## src/rtl/alu_pwr_pkg.sv

```systemverilog
// ALU power-domain controller shared types and defaults.
// Holds the state encoding, dwell defaults and per-state output decode.
package alu_pwr_pkg;

    localparam int CNT_W            = 8;
    localparam int DEF_ISO_CYCLES   = 2;
    localparam int DEF_RAMP_CYCLES  = 8;
    localparam int DEF_RST_CYCLES   = 4;

    typedef enum logic [2:0] {
        ST_ON      = 3'd0,
        ST_DRAIN   = 3'd1,
        ST_ISO     = 3'd2,
        ST_OFF     = 3'd3,
        ST_RAMP    = 3'd4,
        ST_RST_REL = 3'd5
    } pwr_state_e;

    typedef struct packed {
        logic pwr_en;
        logic iso_en;
        logic rst_n;
    } pwr_outs_t;

    function automatic pwr_outs_t state_outs(pwr_state_e s);
        pwr_outs_t o;
        unique case (s)
            ST_ON:      o = '{pwr_en: 1'b1, iso_en: 1'b0, rst_n: 1'b1};
            ST_DRAIN:   o = '{pwr_en: 1'b1, iso_en: 1'b0, rst_n: 1'b1};
            ST_ISO:     o = '{pwr_en: 1'b1, iso_en: 1'b1, rst_n: 1'b1};
            ST_RAMP:    o = '{pwr_en: 1'b1, iso_en: 1'b1, rst_n: 1'b0};
            ST_RST_REL: o = '{pwr_en: 1'b1, iso_en: 1'b1, rst_n: 1'b1};
            default:    o = '{pwr_en: 1'b0, iso_en: 1'b1, rst_n: 1'b0};
        endcase
        return o;
    endfunction

endpackage

```

## src/rtl/pwr_dwell_cnt.sv

```systemverilog
// Dwell counter for timed power-sequencing states.
// Ports: clk, rst, load_i/load_val_i (reload), cnt_o, zero_o.
module pwr_dwell_cnt
    import alu_pwr_pkg::*;
(
    input  logic             clk,
    input  logic             rst,
    input  logic             load_i,
    input  logic [CNT_W-1:0] load_val_i,
    output logic [CNT_W-1:0] cnt_o,
    output logic             zero_o
);

    logic [CNT_W-1:0] cnt_q;
    logic [CNT_W-1:0] cnt_d;

    // Saturates at zero; a new load always arrives before reuse.
    always_comb begin
        cnt_d = cnt_q;
        if (load_i) begin
            cnt_d = load_val_i;
        end else if (cnt_q != '0) begin
            cnt_d = cnt_q - 1'b1;
        end
    end

    always_ff @(posedge clk) begin
        if (rst) begin
            cnt_q <= '0;
        end else begin
            cnt_q <= cnt_d;
        end
    end

    assign cnt_o  = cnt_q;
    assign zero_o = (cnt_q == '0);

endmodule

```

## src/rtl/alu_pwr_ctrl.sv

```systemverilog
// ALU power-domain sequencer: drain, isolate, power off, ramp, reset release.
// Ports: clk, rst, sleep_req, wake_req, alu_busy -> power/iso/reset/status.
module alu_pwr_ctrl
    import alu_pwr_pkg::*;
#(
    parameter int ISO_CYCLES  = DEF_ISO_CYCLES,
    parameter int RAMP_CYCLES = DEF_RAMP_CYCLES,
    parameter int RST_CYCLES  = DEF_RST_CYCLES
) (
    input  logic       clk,
    input  logic       rst,
    input  logic       sleep_req,
    input  logic       wake_req,
    input  logic       alu_busy,
    output logic       alu_pwr_en,
    output logic       iso_en,
    output logic       alu_rst_n,
    output logic       pwr_ready,
    output logic       sleep_ack,
    output logic [2:0] state
);

    localparam logic [CNT_W-1:0] ISO_LD  = CNT_W'(ISO_CYCLES - 1);
    localparam logic [CNT_W-1:0] RAMP_LD = CNT_W'(RAMP_CYCLES - 1);
    localparam logic [CNT_W-1:0] RST_LD  = CNT_W'(RST_CYCLES - 1);

    pwr_state_e       state_q;
    pwr_state_e       state_d;
    logic             pwr_en_q;
    logic             iso_en_q;
    logic             rst_n_q;
    logic             ready_q;
    logic             ack_q;
    pwr_outs_t        outs_d;
    logic             load;
    logic [CNT_W-1:0] load_val;
    logic [CNT_W-1:0] cnt;
    logic             cnt_zero;

    pwr_dwell_cnt u_dwell (
        .clk        (clk),
        .rst        (rst),
        .load_i     (load),
        .load_val_i (load_val),
        .cnt_o      (cnt),
        .zero_o     (cnt_zero)
    );

    always_comb begin
        state_d = state_q;
        unique case (state_q)
            ST_ON: begin
                // Simultaneous wake and sleep keeps the domain up.
                if (sleep_req && !wake_req) state_d = ST_DRAIN;
            end
            ST_DRAIN: begin
                // Abort takes priority over an idle ALU.
                if (!sleep_req || wake_req) state_d = ST_ON;
                else if (!alu_busy)         state_d = ST_ISO;
            end
            ST_ISO: begin
                if (cnt_zero) state_d = ST_OFF;
            end
            ST_OFF: begin
                if (wake_req) state_d = ST_RAMP;
            end
            ST_RAMP: begin
                if (cnt_zero) state_d = ST_RST_REL;
            end
            ST_RST_REL: begin
                if (cnt_zero) state_d = ST_ON;
            end
            default: state_d = ST_OFF;
        endcase
    end

    // Counter reloads on every state change into a timed state.
    always_comb begin
        load     = (state_d != state_q);
        load_val = '0;
        unique case (state_d)
            ST_ISO:     load_val = ISO_LD;
            ST_RAMP:    load_val = RAMP_LD;
            ST_RST_REL: load_val = RST_LD;
            default:    load_val = '0;
        endcase
    end

    assign outs_d = state_outs(state_d);

    always_ff @(posedge clk) begin
        if (rst) begin
            state_q  <= ST_OFF;
            pwr_en_q <= 1'b0;
            iso_en_q <= 1'b1;
            rst_n_q  <= 1'b0;
            ready_q  <= 1'b0;
            ack_q    <= 1'b1;
        end else begin
            state_q  <= state_d;
            pwr_en_q <= outs_d.pwr_en;
            iso_en_q <= outs_d.iso_en;
            rst_n_q  <= outs_d.rst_n;
            ready_q  <= (state_d == ST_ON);
            ack_q    <= (state_d == ST_OFF);
        end
    end

    assign alu_pwr_en = pwr_en_q;
    assign iso_en     = iso_en_q;
    assign alu_rst_n  = rst_n_q;
    assign pwr_ready  = ready_q;
    assign sleep_ack  = ack_q;
    assign state      = state_q;

    // Counter value itself is only observed through its zero flag.
    logic unused_cnt;
    assign unused_cnt = ^cnt;

endmodule
```

## config.mk

```make
export PLATFORM = sky130hd
export DESIGN_NAME = alu_pwr_ctrl
export DESIGN_NICKNAME = d
export VERILOG_FILES = /design/src/rtl/alu_pwr_pkg.sv /design/src/rtl/pwr_dwell_cnt.sv /design/src/rtl/alu_pwr_ctrl.sv
export SDC_FILE = /design/constraint.sdc
export NUM_CORES = 1
export LEC_CHECK = 0
export BUFFER_PORTS_ARGS = -buffer_cell sky130_fd_sc_hd__buf_2
export CORE_MARGIN = 2
export CORE_UTILIZATION = 40
export DETAILED_ROUTE_END_ITERATION = 8
export GPL_TIMING_DRIVEN = 0
export HOLD_SLACK_MARGIN = 0.02
export MAX_ROUTING_LAYER = met4
export PLACE_DENSITY = 0.7
export SLEW_MARGIN = 20
export SYNTH_ARGS = -nofsm -noshare
export SYNTH_HDL_FRONTEND = slang
export SYNTH_HIERARCHICAL = 1
export SYNTH_SLANG_ARGS = --single-unit
```

## constraint.sdc

```tcl
create_clock -name clk -period 3.7 [get_ports clk]
set_input_delay 0 -clock clk [delete_from_list [all_inputs] [get_ports clk]]
set_output_delay 0 -clock clk [all_outputs]
set_load 0.1 [all_outputs]
```

==> results.toml, run 1 <==
[yosys]
ys.flop_type = "sky130_fd_sc_hd__dfxtp_1"
post_synth_num_cell_types = 43
ys_ff_latch = 16
synth.largest_area_cell = "sky130_fd_sc_hd__dfxtp_1"
ys_seq_area_share_pct = 35.61
synth_top_cells_by_count = "16 x sky130_fd_sc_hd__dfxtp_1, 11 x sky130_fd_sc_hd__nand2_1, 6 x sky130_fd_sc_hd__nor2_1"
syn-cell-area_sq_um = 899.6
avgSynthCellArea_sq_um = 9.087
ys.warnings.count = 6
cell_with_the_most_instances_after_synthesis = "sky130_fd_sc_hd__dfxtp_1"
asyncSetResetFlopFracSynth_pct = 0
post_synth_inst_count = 99
number_of_enable_flip_flop_cells_after_synthesis = 0
yosysTopAreaCellShare_pct = 35.61
ys_top_cells_by_area = "sky130_fd_sc_hd__dfxtp_1 36%, sky130_fd_sc_hd__nand2_1 4.6%, sky130_fd_sc_hd__o32ai_1 3.9%"

[detailed_routing]
wire_length_reported_by_the_detailed_router_um = 1650
drt.antenna.violating_nets = 0
vias_per_cell = 5.041
drtPass1Iterations = 4
detail_route.iter0.violations = 15
post-route-drc-count = 0
wl_per_cell_um = 11.15
via_count = 746

[setup_path]
maximum_single_stage_delay_on_the_critical_path_ns = 0.40
cp_max_fo = 12
path_class = "reg2reg"
worst_r2r_endpoint = "u_dwell/cnt_o[0]$_SDFFE_PP0P_"
worstPathCellList = "inv_1, ha_1, and4bb_1, buf_6, nor2b_4, maj3_2, nand3b_4, o22ai_1, clkbuf_1, nor3_1, nand2_1, o211ai_2"
cp_slowest_cell = "sky130_fd_sc_hd__dfxtp_1"
worst-endpoint-arrival_ns = 3.06
worstReg2RegStart = "u_dwell/cnt_o[0]$_SDFFE_PP0P_"
timing.reg2reg.setup_slack_ns = 0.81
data_required_critical_path_ns = 3.86
critical_path.startpoint_type = "flop"
worst-r2r-cell-count = 12
end_kind = "flop"

[min_path]
worstHoldPathCells = 4
whs_endpoint = "pwr_ready$_SDFF_PP0_"
hp-start = "alu_busy"
holdCritPathClass = "in2reg"

[layout]
antennaDiodeCount = 0
post-route-cell-area_sq_um = 1056
final_util_pct = 48.67
drive_gt1_share_pct = 21.67
syn_to_final_growth_pct = 17.38
design.final.nets = 127

[power]
p_total_mw = 0.8308
power.share.combinational_pct = 54.5
switching_share_pct = 46.69
clkPwrFrac_pct = 13.6
net_switching_mw = 0.3879
ir_worst_vdd_mv = 0.4539
leakage_power_nw = 0.4402
part_of_the_power_in_registers_pct = 31.8
power-per-cell-area_nw_per_um2 = 786.7
internal-power_mw = 0.4429

[global_routing]
gr-usage-all-layers_pct = 14.81
maximum_number_of_pins_on_one_net_before_global_route_repair = 13
grt_first_pass_wirelength_um = 2904
congestion_overflow_gr = 0
grt_pass1_vias = 684
antenna_found_initial = 0

[sta]
timing.fmax_mhz = 345.8
timing.final.max_slew_violations = 0
hold_violations = 0
period_minus_slack_ns = 2.892
finalSetupViolations = 0
rsz_0062_raised_after_global_routing = "false"
whs_ns = 0.1703
fin_skew_ns = 0.002666
setup-tns-final_ns = 0
fin_crit_sh_pct = 78.15

[place]
gp_routability_congestion = 0.7436
placed_area_sq_um = 1010
port_buffers = 12
dp.final_hpwl_um = 1252

[die]
initial_util_pct = 41.46
pin_count = 13
die-area_sq_um = 2645
fp-row-count = 17
die_width_um = 51.43
coreArea_sq_um = 2170
fp.dieH_um = 51.43

[clock_network]
clkSlewWorstSetupHoldPaths_ns = 0.09
tritoncts = "built"
clk_path_buf_depth = 2
cts_hold_buffers = 1
cts-htree-levels = 1
cts_buffers = 3
clock_insertion_delay_at_the_later_pin_of_the_skew_report_ns = 0.28
cts.repair.resized = 0
cts_sinks = 16
cts_setup_buffers = 0
clk_root_buffer_cell = "sky130_fd_sc_hd__clkbuf_4"

[run]
drv_cap = 0

[run_status]
outcome = "finished, final reports clean"
[cell type report]
cell class	count	area (sq um)
sequential	16	320.3
buffer	4	30.03
tap	28	35.03
fill	233	1114
multi-input combinational	78	545.5
timing repair buffer	13	70.07
clock buffer	4	36.28
inverter	5	18.77
[cells in the final DEF (no fill, tap or decap), types with 2 or more instances in the layout]
master,Yosys,final
sky130_fd_sc_hd__dfxtp_1,16,16
sky130_fd_sc_hd__inv_1,5,5
sky130_fd_sc_hd__clkbuf_4,0,3
sky130_fd_sc_hd__nor3_1,5,5
sky130_fd_sc_hd__o32ai_1,4,4
sky130_fd_sc_hd__nor2b_1,5,5
sky130_fd_sc_hd__xnor2_1,3,3
sky130_fd_sc_hd__buf_6,2,2
sky130_fd_sc_hd__o21a_1,3,3
sky130_fd_sc_hd__o21ai_0,2,2
sky130_fd_sc_hd__buf_2,0,12
sky130_fd_sc_hd__nor2_1,6,6
sky130_fd_sc_hd__clkbuf_1,2,2
sky130_fd_sc_hd__nand2_1,11,11
sky130_fd_sc_hd__o21ai_1,2,2
sky130_fd_sc_hd__nand3b_1,2,2
sky130_fd_sc_hd__nand2b_1,3,3
sky130_fd_sc_hd__conb_1,1,5
[cells by family after synthesis]
kind of cell	Yosys count	synth area share [%]
multiplexers	1	1.113
other	1	0.4168
AO/OA/AOI/OAI	21	17.94
XOR/XNOR	4	3.895
buffers and inverters	9	5.425
flip-flops	16	35.61
AND/OR/NAND/NOR	45	32.96
adder cells (fa/ha/maj)	2	2.642
[layer usage]
| layer | GRT usage (%) | wire, um |
|---|---|---|
| met1 | 17.99 | 807 |
| met2 | 23.93 | 816 |
| met3 | 1.754 | 26 |
| met4 | 7.895 | 0 |
| met5 | - | 0 |
[critical path: cells and delay by family, from the launching register on]
| kind | cells | cell delay, ns |
|---|---|---|
| AOI/OAI and AO/OA | 2 | 0.44 |
| and+or+nand+nor | 5 | 0.74 |
| adders and majority gates | 2 | 0.58 |
| DFF | 1 | 0.40 |
| buffers and inverters | 3 | 0.62 |
[state kept, by name (all words and copies together), names as in the netlist]
| signal | cells |
|---|---|
| pwr_ready | 1 |
| state | 3 |
| u_dwell/cnt_o | 8 |
| sleep_ack | 1 |
| alu_pwr_en | 1 |
| alu_rst_n | 1 |
| iso_en | 1 |
[power groups by stage]
stage / Sequential (mW) / Combinational [mW] / Clock (mW)
3_3_place_gp: 0.267 / 0.445 / 0
2_1_floorplan: 0.386 / 0.262 / 0
3_5_place_dp: 0.269 / 0.450 / 0
4_1_cts: 0.265 / 0.454 / 0.121
6_report: 0.265 / 0.453 / 0.113
5_1_grt: 0.273 / 0.491 / 0.128
[through the flow]
step | instances | setup WS (ns)
after floorplan | 103 | 1.134
after global placement | 143 | 0.8989
after detailed placement | 143 | 0.8399
after CTS | 148 | 0.8204
after global routing | 148 | 0.5829
final | 148 | 0.8085
[how the worst max path moves through the flow]
stage | startpoint | end | slack (ns)
finish | u_dwell/cnt_o[0]$_SDFFE_PP0P_ | u_dwell/cnt_o[0]$_SDFFE_PP0P_ | 0.81
CTS | u_dwell/cnt_o[0]$_SDFFE_PP0P_ | u_dwell/cnt_o[0]$_SDFFE_PP0P_ | 0.82
detailed placement | u_dwell/cnt_o[0]$_SDFFE_PP0P_ | u_dwell/cnt_o[0]$_SDFFE_PP0P_ | 0.84
floorplan | state[0]$_SDFF_PP1_ | u_dwell/cnt_o[0]$_SDFFE_PP0P_ | 1.13
global route | u_dwell/cnt_o[0]$_SDFFE_PP0P_ | u_dwell/cnt_o[0]$_SDFFE_PP0P_ | 0.58
global placement | u_dwell/cnt_o[0]$_SDFFE_PP0P_ | u_dwell/cnt_o[0]$_SDFFE_PP0P_ | 0.90
Power figures use the tool's default switching activity.
==> inputs of run 2 (changes only) <==
Settings changed: ABC_AREA set to 1, PLACE_DENSITY 0.7 to 0.72.
Clock period 3.7 ns to 2.6 ns, I/O delays scaled along.
==> results.toml, run 2 <==
[run_status]
outcome = "finished, final reports clean"

[setup_path]
data_required_critical_path_ns = 2.79
critical_path.startpoint_type = "flop"
path_class = "reg2reg"
cp_max_fo = 9
worst-endpoint-arrival_ns = 2.55
end_kind = "flop"

[yosys]
post_synth_num_cell_types = 21
asyncSetResetFlopFracSynth_pct = 0
cell_with_the_most_instances_after_synthesis = "sky130_fd_sc_hd__nand2_1"
synth.largest_area_cell = "sky130_fd_sc_hd__dfxtp_1"
post_synth_inst_count = 139
ys.warnings.count = 6
yosysTopAreaCellShare_pct = 35.12
number_of_enable_flip_flop_cells_after_synthesis = 0
ys_top_cells_by_area = "sky130_fd_sc_hd__dfxtp_1 35%, sky130_fd_sc_hd__nand2_1 13%, sky130_fd_sc_hd__nor2_1 7.8%"
ys_seq_area_share_pct = 35.12
synth_top_cells_by_count = "31 x sky130_fd_sc_hd__nand2_1, 19 x sky130_fd_sc_hd__nor2_1, 16 x sky130_fd_sc_hd__dfxtp_1"
ys.flop_type = "sky130_fd_sc_hd__dfxtp_1"
syn-cell-area_sq_um = 912.1
ys_ff_latch = 16
avgSynthCellArea_sq_um = 6.562

[layout]
drive_gt1_share_pct = 21.25
design.final.nets = 167
largest_register_ff_count = 8
num-fill-cells = 216
final_util_pct = 49.00
multiInputGateArea_sq_um = 539.3
antennaDiodeCount = 0
mostFrequentLayoutCells = "31 x sky130_fd_sc_hd__nand2_1, 19 x sky130_fd_sc_hd__nor2_1, 16 x sky130_fd_sc_hd__dfxtp_1, 13 x sky130_fd_sc_hd__inv_1, 13 x sky130_fd_sc_hd__buf_2"
layoutNonFillerInstCount = 188
mostFrequentLayoutCell = "sky130_fd_sc_hd__nand2_1"
seqCellArea_sq_um = 320.3
syn_to_final_growth_pct = 17.70

[sta]
period_minus_slack_ns = 2.361
rsz_0062_raised_after_global_routing = "false"
timing.final.max_slew_violations = 0
fin_crit_sh_pct = 90.82
fin_skew_ns = 0.009808
hold_violations = 0
finalSetupViolations = 0
setup-tns-final_ns = 0
timing.fmax_mhz = 423.5

[clock_network]
cts_buffers = 3
cts_sinks = 16
clk_root_buffer_cell = "sky130_fd_sc_hd__clkbuf_4"
cts-htree-levels = 1
clk_path_buf_depth = 2
clock_insertion_delay_at_the_later_pin_of_the_skew_report_ns = 0.28
clkSlewWorstSetupHoldPaths_ns = 0.10
tritoncts = "built"

[global_routing]
gr-usage-met2_pct = 28.42
congestion_overflow_gr = 0
gr-usage-all-layers_pct = 17.29
antenna_found_initial = 0
grt.met1_usage_pct = 21.33
gr-max-usage-layer = "met2"
grt_pass1_vias = 863
grt_first_pass_wirelength_um = 3477
maximum_number_of_pins_on_one_net_before_global_route_repair = 10
grtUsageMet3_pct = 3.448

[die]
initial_util_pct = 41.63
coreArea_sq_um = 2191
pin_count = 13
die_width_um = 51.75
die-area_sq_um = 2678
fp-row-count = 17
fp.dieH_um = 51.75

[place]
dp.final_hpwl_um = 1451
post-place-cells = 183
port_buffers = 12
gp_routability_congestion = 0.9472

[detailed_routing]
via_count = 909
post-route-drc-count = 0
drtPass1Iterations = 4
wire_length_reported_by_the_detailed_router_um = 1944
wl_per_cell_um = 10.34
detail_route.iter0.violations = 34
drt.antenna.violating_nets = 0
vias_per_cell = 4.835

[min_path]
holdCritPathClass = "in2reg"

[run]
drv_cap = 0
[run 2: cell types whose count changed after synthesis, moves of 5 or more]
cell and change:
sky130_fd_sc_hd__inv_2 +5, sky130_fd_sc_hd__nand3_1 +11, sky130_fd_sc_hd__nor2_1 +13, sky130_fd_sc_hd__nor2_2 +6, sky130_fd_sc_hd__nor2b_1 -5, sky130_fd_sc_hd__a21oi_1 +5, sky130_fd_sc_hd__nand2_1 +20, sky130_fd_sc_hd__inv_1 +8
[run 2: path summary, 6_finish.rpt]
check                                startpoint                            end  slack (ns)  cells after the start
setup / recovery  u_dwell/cnt_o[0]$_SDFFE_PP0P_  u_dwell/cnt_o[1]$_SDFFE_PP0P_        0.24                     16
hold / removal                         alu_busy           pwr_ready$_SDFF_PP0_        0.23                      6
setup reg to reg  u_dwell/cnt_o[0]$_SDFFE_PP0P_  u_dwell/cnt_o[1]$_SDFFE_PP0P_        0.24                     16
hold reg to reg   u_dwell/cnt_o[0]$_SDFFE_PP0P_  u_dwell/cnt_o[0]$_SDFFE_PP0P_        0.51                      2
[run 2: critical path, stage by stage (launching register included)]
cell and delay, ns:
sky130_fd_sc_hd__dfxtp_1 0.32, sky130_fd_sc_hd__inv_1 0.13, sky130_fd_sc_hd__ha_1 0.24, sky130_fd_sc_hd__nand2_2 0.13
sky130_fd_sc_hd__nor2_8 0.18, sky130_fd_sc_hd__nor2_1 0.07, sky130_fd_sc_hd__nand2_1 0.11, sky130_fd_sc_hd__nand2_1 0.10
sky130_fd_sc_hd__nor2_4 0.16, sky130_fd_sc_hd__a21oi_1 0.10, sky130_fd_sc_hd__nand3_1 0.10, sky130_fd_sc_hd__buf_2 0.21
sky130_fd_sc_hd__inv_2 0.10, sky130_fd_sc_hd__nand2_2 0.12, sky130_fd_sc_hd__inv_2 0.05, sky130_fd_sc_hd__nor2_1 0.09
sky130_fd_sc_hd__nor2_1 0.05
[run 2: logic make-up after synthesis]
family          count (synthesis)  share of synthesized area, %
compound gates                 16                         9.054
xor+xnor                        3                         2.881
fa+ha+maj                       1                         1.372
buf+inv                        19                         7.956
flops                          16                         35.12
other cells                     1                        0.4111
simple gates                   83                         43.21
[run 2: stage by stage]
stage	hold WS [ns]	setup slack (ns)	cell area (sq um)
2_1_floorplan	0.06907	0.1859	927.1
3_3_place_gp	0.2677	0.3137	1022
3_5_place_dp	0.2747	0.2878	1022
4_1_cts	0.2302	0.2505	1069
5_1_grt	0.2726	0.03732	1074
6_report	0.2335	0.2386	1074
[run 2: per-layer routing]
layer	part of all wire [%]	routed length, um	up-vias
met5	0	0	-
met1	46	903	404
met4	1.1	21	0
li1	-	-	486
met3	3.7	71	2
met2	49	948	17
[run 2: cell type report]
cell class | instances | share of cell area, %
Multi-Input combinational cell | 108 | 50.23
Sequential cell | 16 | 29.84
Timing Repair Buffer | 13 | 6.527
Inverter | 18 | 6.294
Clock buffer | 4 | 3.380
Tap cell | 28 | 3.263
Buffer | 1 | 0.4662
[run 2: timing repair]
item | in CTS | in global routing
setup buffers | 0 | 0
hold endpoints to repair | 3 | 0
resized for setup | 0 | 1
endpoints found under the setup margin | 0 | 1
hold buffers | 1 | 0
Power of run 2 is left out: the tool's default activity adds up to more than one toggle a clock period on the data nets, which glitch-free logic cannot reach.
==> inputs of run 3 (changes only) <==
Settings changed: CAP_MARGIN set to 10, PLACE_DENSITY 0.72 to 0.73, SYNTH_HIERARCHICAL 1 to not set.
==> results.toml, run 3 <==
[detailed_routing]
routed-wl-met2_um = 833
drt.antenna.violating_nets = 0
wl_met1_um = 678
highest_layer = "met4"
detail_route.iter0.violations = 11
wire_length_reported_by_the_detailed_router_um = 1621
vias_per_cell = 4.878
post-route-drc-count = 0
wl_per_cell_um = 10.39
via_count = 761
drtPass1Iterations = 4
met3WireLength_um = 56

[run_status]
outcome = "finished, final reports clean"

[yosys]
yosysTopAreaCellShare_pct = 37.98
post_synth_inst_count = 112
synth_top_family_by_area = "simple AND/OR/NAND/NOR gates"
post_synth_num_cell_types = 23
ys_top_cells_by_area = "sky130_fd_sc_hd__dfxtp_1 38%, sky130_fd_sc_hd__nand2_1 11%, sky130_fd_sc_hd__nor2_1 7.6%"
ys.flop_type = "sky130_fd_sc_hd__dfxtp_1"
yosys.area_share.xor_xnor_pct = 6.231
cell_with_the_most_instances_after_synthesis = "sky130_fd_sc_hd__nand2_1"
synth.mux.area_fraction_pct = 0
asyncSetResetFlopFracSynth_pct = 0
compound_cell_area_share_of_the_yosys_netlist_pct = 7.715
ys_ff_latch = 16
synth_top_cells_by_count = "25 x sky130_fd_sc_hd__nand2_1, 17 x sky130_fd_sc_hd__nor2_1, 16 x sky130_fd_sc_hd__dfxtp_1"
avgSynthCellArea_sq_um = 7.530
syn-cell-area_sq_um = 843.3
ys_seq_area_share_pct = 37.98
synth.largest_area_cell = "sky130_fd_sc_hd__dfxtp_1"
postSynthNetCount = 118
number_of_enable_flip_flop_cells_after_synthesis = 0
synth_fa_ha_area_share_pct = 1.484
ys.warnings.count = 0
yosys.area_share.simple_pct = 41.25

[place]
placed_area_sq_um = 937.1
dp.final_hpwl_um = 1242
gp_routability_congestion = 0.8511
port_buffers = 12

[global_routing]
antenna_found_initial = 0
grt_pass1_vias = 725
congestion_overflow_gr = 0
maximum_number_of_pins_on_one_net_before_global_route_repair = 10
gr-usage-all-layers_pct = 16.07
grt_first_pass_wirelength_um = 2980

[layout]
post-route-cell-area_sq_um = 983.4
syn_to_final_growth_pct = 16.62
num-fill-cells = 186
antennaDiodeCount = 0
drive_gt1_share_pct = 24.03
largest_register_ff_count = 8
mostFrequentLayoutCell = "sky130_fd_sc_hd__nand2_1"
mostFrequentLayoutCells = "25 x sky130_fd_sc_hd__nand2_1, 17 x sky130_fd_sc_hd__nor2_1, 16 x sky130_fd_sc_hd__dfxtp_1, 12 x sky130_fd_sc_hd__inv_1, 12 x sky130_fd_sc_hd__buf_2"
design.final.nets = 136

[sta]
max-slew-margin-rel_pct = 67.59
rsz_0062_raised_after_global_routing = "false"
fin_skew_ns = 0.001799
timing.final.max_slew_violations = 0
setup-tns-final_ns = 0
finalSetupViolations = 0
period_minus_slack_ns = 1.837
timing.fmax_mhz = 544.3
tightest_slew_ns = 0.4895
hold_violations = 0
fin_crit_sh_pct = 70.66

[min_path]
worstHoldPathCells = 5
whs_endpoint = "iso_en$_SDFF_PP1_"
holdCritPathClass = "in2reg"
hp-start = "wake_req"

[setup_path]
cp_max_fo = 7
path_class = "reg2reg"
timing.reg2reg.setup_slack_ns = 0.76
end_kind = "flop"
critical_path.startpoint_type = "flop"
worst_r2r_endpoint = "u_dwell.cnt_o[1]$_SDFFE_PP0P_"
data_required_critical_path_ns = 2.80
worst-endpoint-arrival_ns = 2.04
worstReg2RegStart = "u_dwell.cnt_o[0]$_SDFFE_PP0P_"
worst-r2r-cell-count = 13

[clock_network]
cts_buffers = 3
clkSlewWorstSetupHoldPaths_ns = 0.10
cts-htree-levels = 1
clk_root_buffer_cell = "sky130_fd_sc_hd__clkbuf_4"
cts_sinks = 16
clk_path_buf_depth = 2
clock_insertion_delay_at_the_later_pin_of_the_skew_report_ns = 0.29
tritoncts = "built"
cts.repair.resized = 0

[die]
coreArea_sq_um = 1982
fp-row-count = 16
initial_util_pct = 42.55
die-area_sq_um = 2492
pin_count = 13
die_width_um = 49.92
fp.dieH_um = 49.92

[run]
drv_cap = 0
run 3: cell count changes after synthesis, sizes merged, moves of 2 or more:
cell and change:
nor2 -3, xor2 +2, o21ai -5, inv -6, a21oi -5, nand2 -6, nor3 -4, nand4 -3
run 3: cells by family (layout without fill, tap and decap cells):
logic type      after synthesis  after routing
fa+ha+maj                     1              1
flops                        16             16
xor+xnor                      6              6
simple gates                 68             68
compound gates                9              9
buf+inv                      12             29
run 3: final cells by class:
type	count	area, sq um	share of cell area, %
well taps	27	33.78	3.435
multi-input cells	84	478.0	48.60
flip-flops and latches	16	320.3	32.57
clock buffers	4	36.28	3.690
repair buffers	13	70.07	7.125
inverters	12	45.04	4.580
run 3: through the flow:
stage | worst slack (ns) | std cells | util, % | hold slack [ns]
after CTS | 0.7352 | 156 | 49.62 | 0.1550
after global routing | 0.5591 | 156 | 49.62 | 0.2168
after floorplan | 0.3850 | 112 | - | 0.07238
after detailed placement | 0.7546 | 151 | 47.29 | 0.1894
final | 0.7628 | 156 | 49.62 | 0.1556
after global placement | 0.7902 | 151 | 47.29 | 0.1827
run 3: worst max-delay path by stage:
stage,from,end,depth (start not counted),slack (ns)
detailed placement,u_dwell.cnt_o[0]$_SDFFE_PP0P_,u_dwell.cnt_o[1]$_SDFFE_PP0P_,13,0.75
global route,u_dwell.cnt_o[1]$_SDFFE_PP0P_,u_dwell.cnt_o[1]$_SDFFE_PP0P_,13,0.56
floorplan,state[0]$_SDFF_PP1_,u_dwell.cnt_o[1]$_SDFFE_PP0P_,11,0.39
finish,u_dwell.cnt_o[0]$_SDFFE_PP0P_,u_dwell.cnt_o[1]$_SDFFE_PP0P_,13,0.76
global placement,u_dwell.cnt_o[0]$_SDFFE_PP0P_,u_dwell.cnt_o[1]$_SDFFE_PP0P_,13,0.79
CTS,u_dwell.cnt_o[0]$_SDFFE_PP0P_,u_dwell.cnt_o[1]$_SDFFE_PP0P_,13,0.74
run 3: critical path, stage by stage, from the launching register on:
cell,delay [ns]
sky130_fd_sc_hd__dfxtp_1,0.35
sky130_fd_sc_hd__inv_1,0.06
sky130_fd_sc_hd__ha_1,0.25
sky130_fd_sc_hd__nand2_1,0.18
sky130_fd_sc_hd__nor2_8,0.21
sky130_fd_sc_hd__nor2_4,0.07
sky130_fd_sc_hd__nor2_4,0.08
sky130_fd_sc_hd__nand3_2,0.10
sky130_fd_sc_hd__nand2_1,0.09
sky130_fd_sc_hd__nand2_2,0.10
sky130_fd_sc_hd__nand2_2,0.09
sky130_fd_sc_hd__nand2_1,0.05
sky130_fd_sc_hd__nand2_1,0.08
sky130_fd_sc_hd__nor2_2,0.03
run 3: per-layer routing:
layer | GRT usage, % | up-vias
met1 | 16.07 | 348
met3 | 3.333 | 7
met2 | 28.00 | 15
met5 | - | -
li1 | - | 391
met4 | 10.65 | 0
run 3: what timing repair did:
item | CTS | global route
setup endpoints to repair | 0 | 0
buffers inserted | 0 | 0
endpoints found under the hold margin | 1 | 0
hold buffers | 1 | 0
Power of run 3 is left out for the same reason.
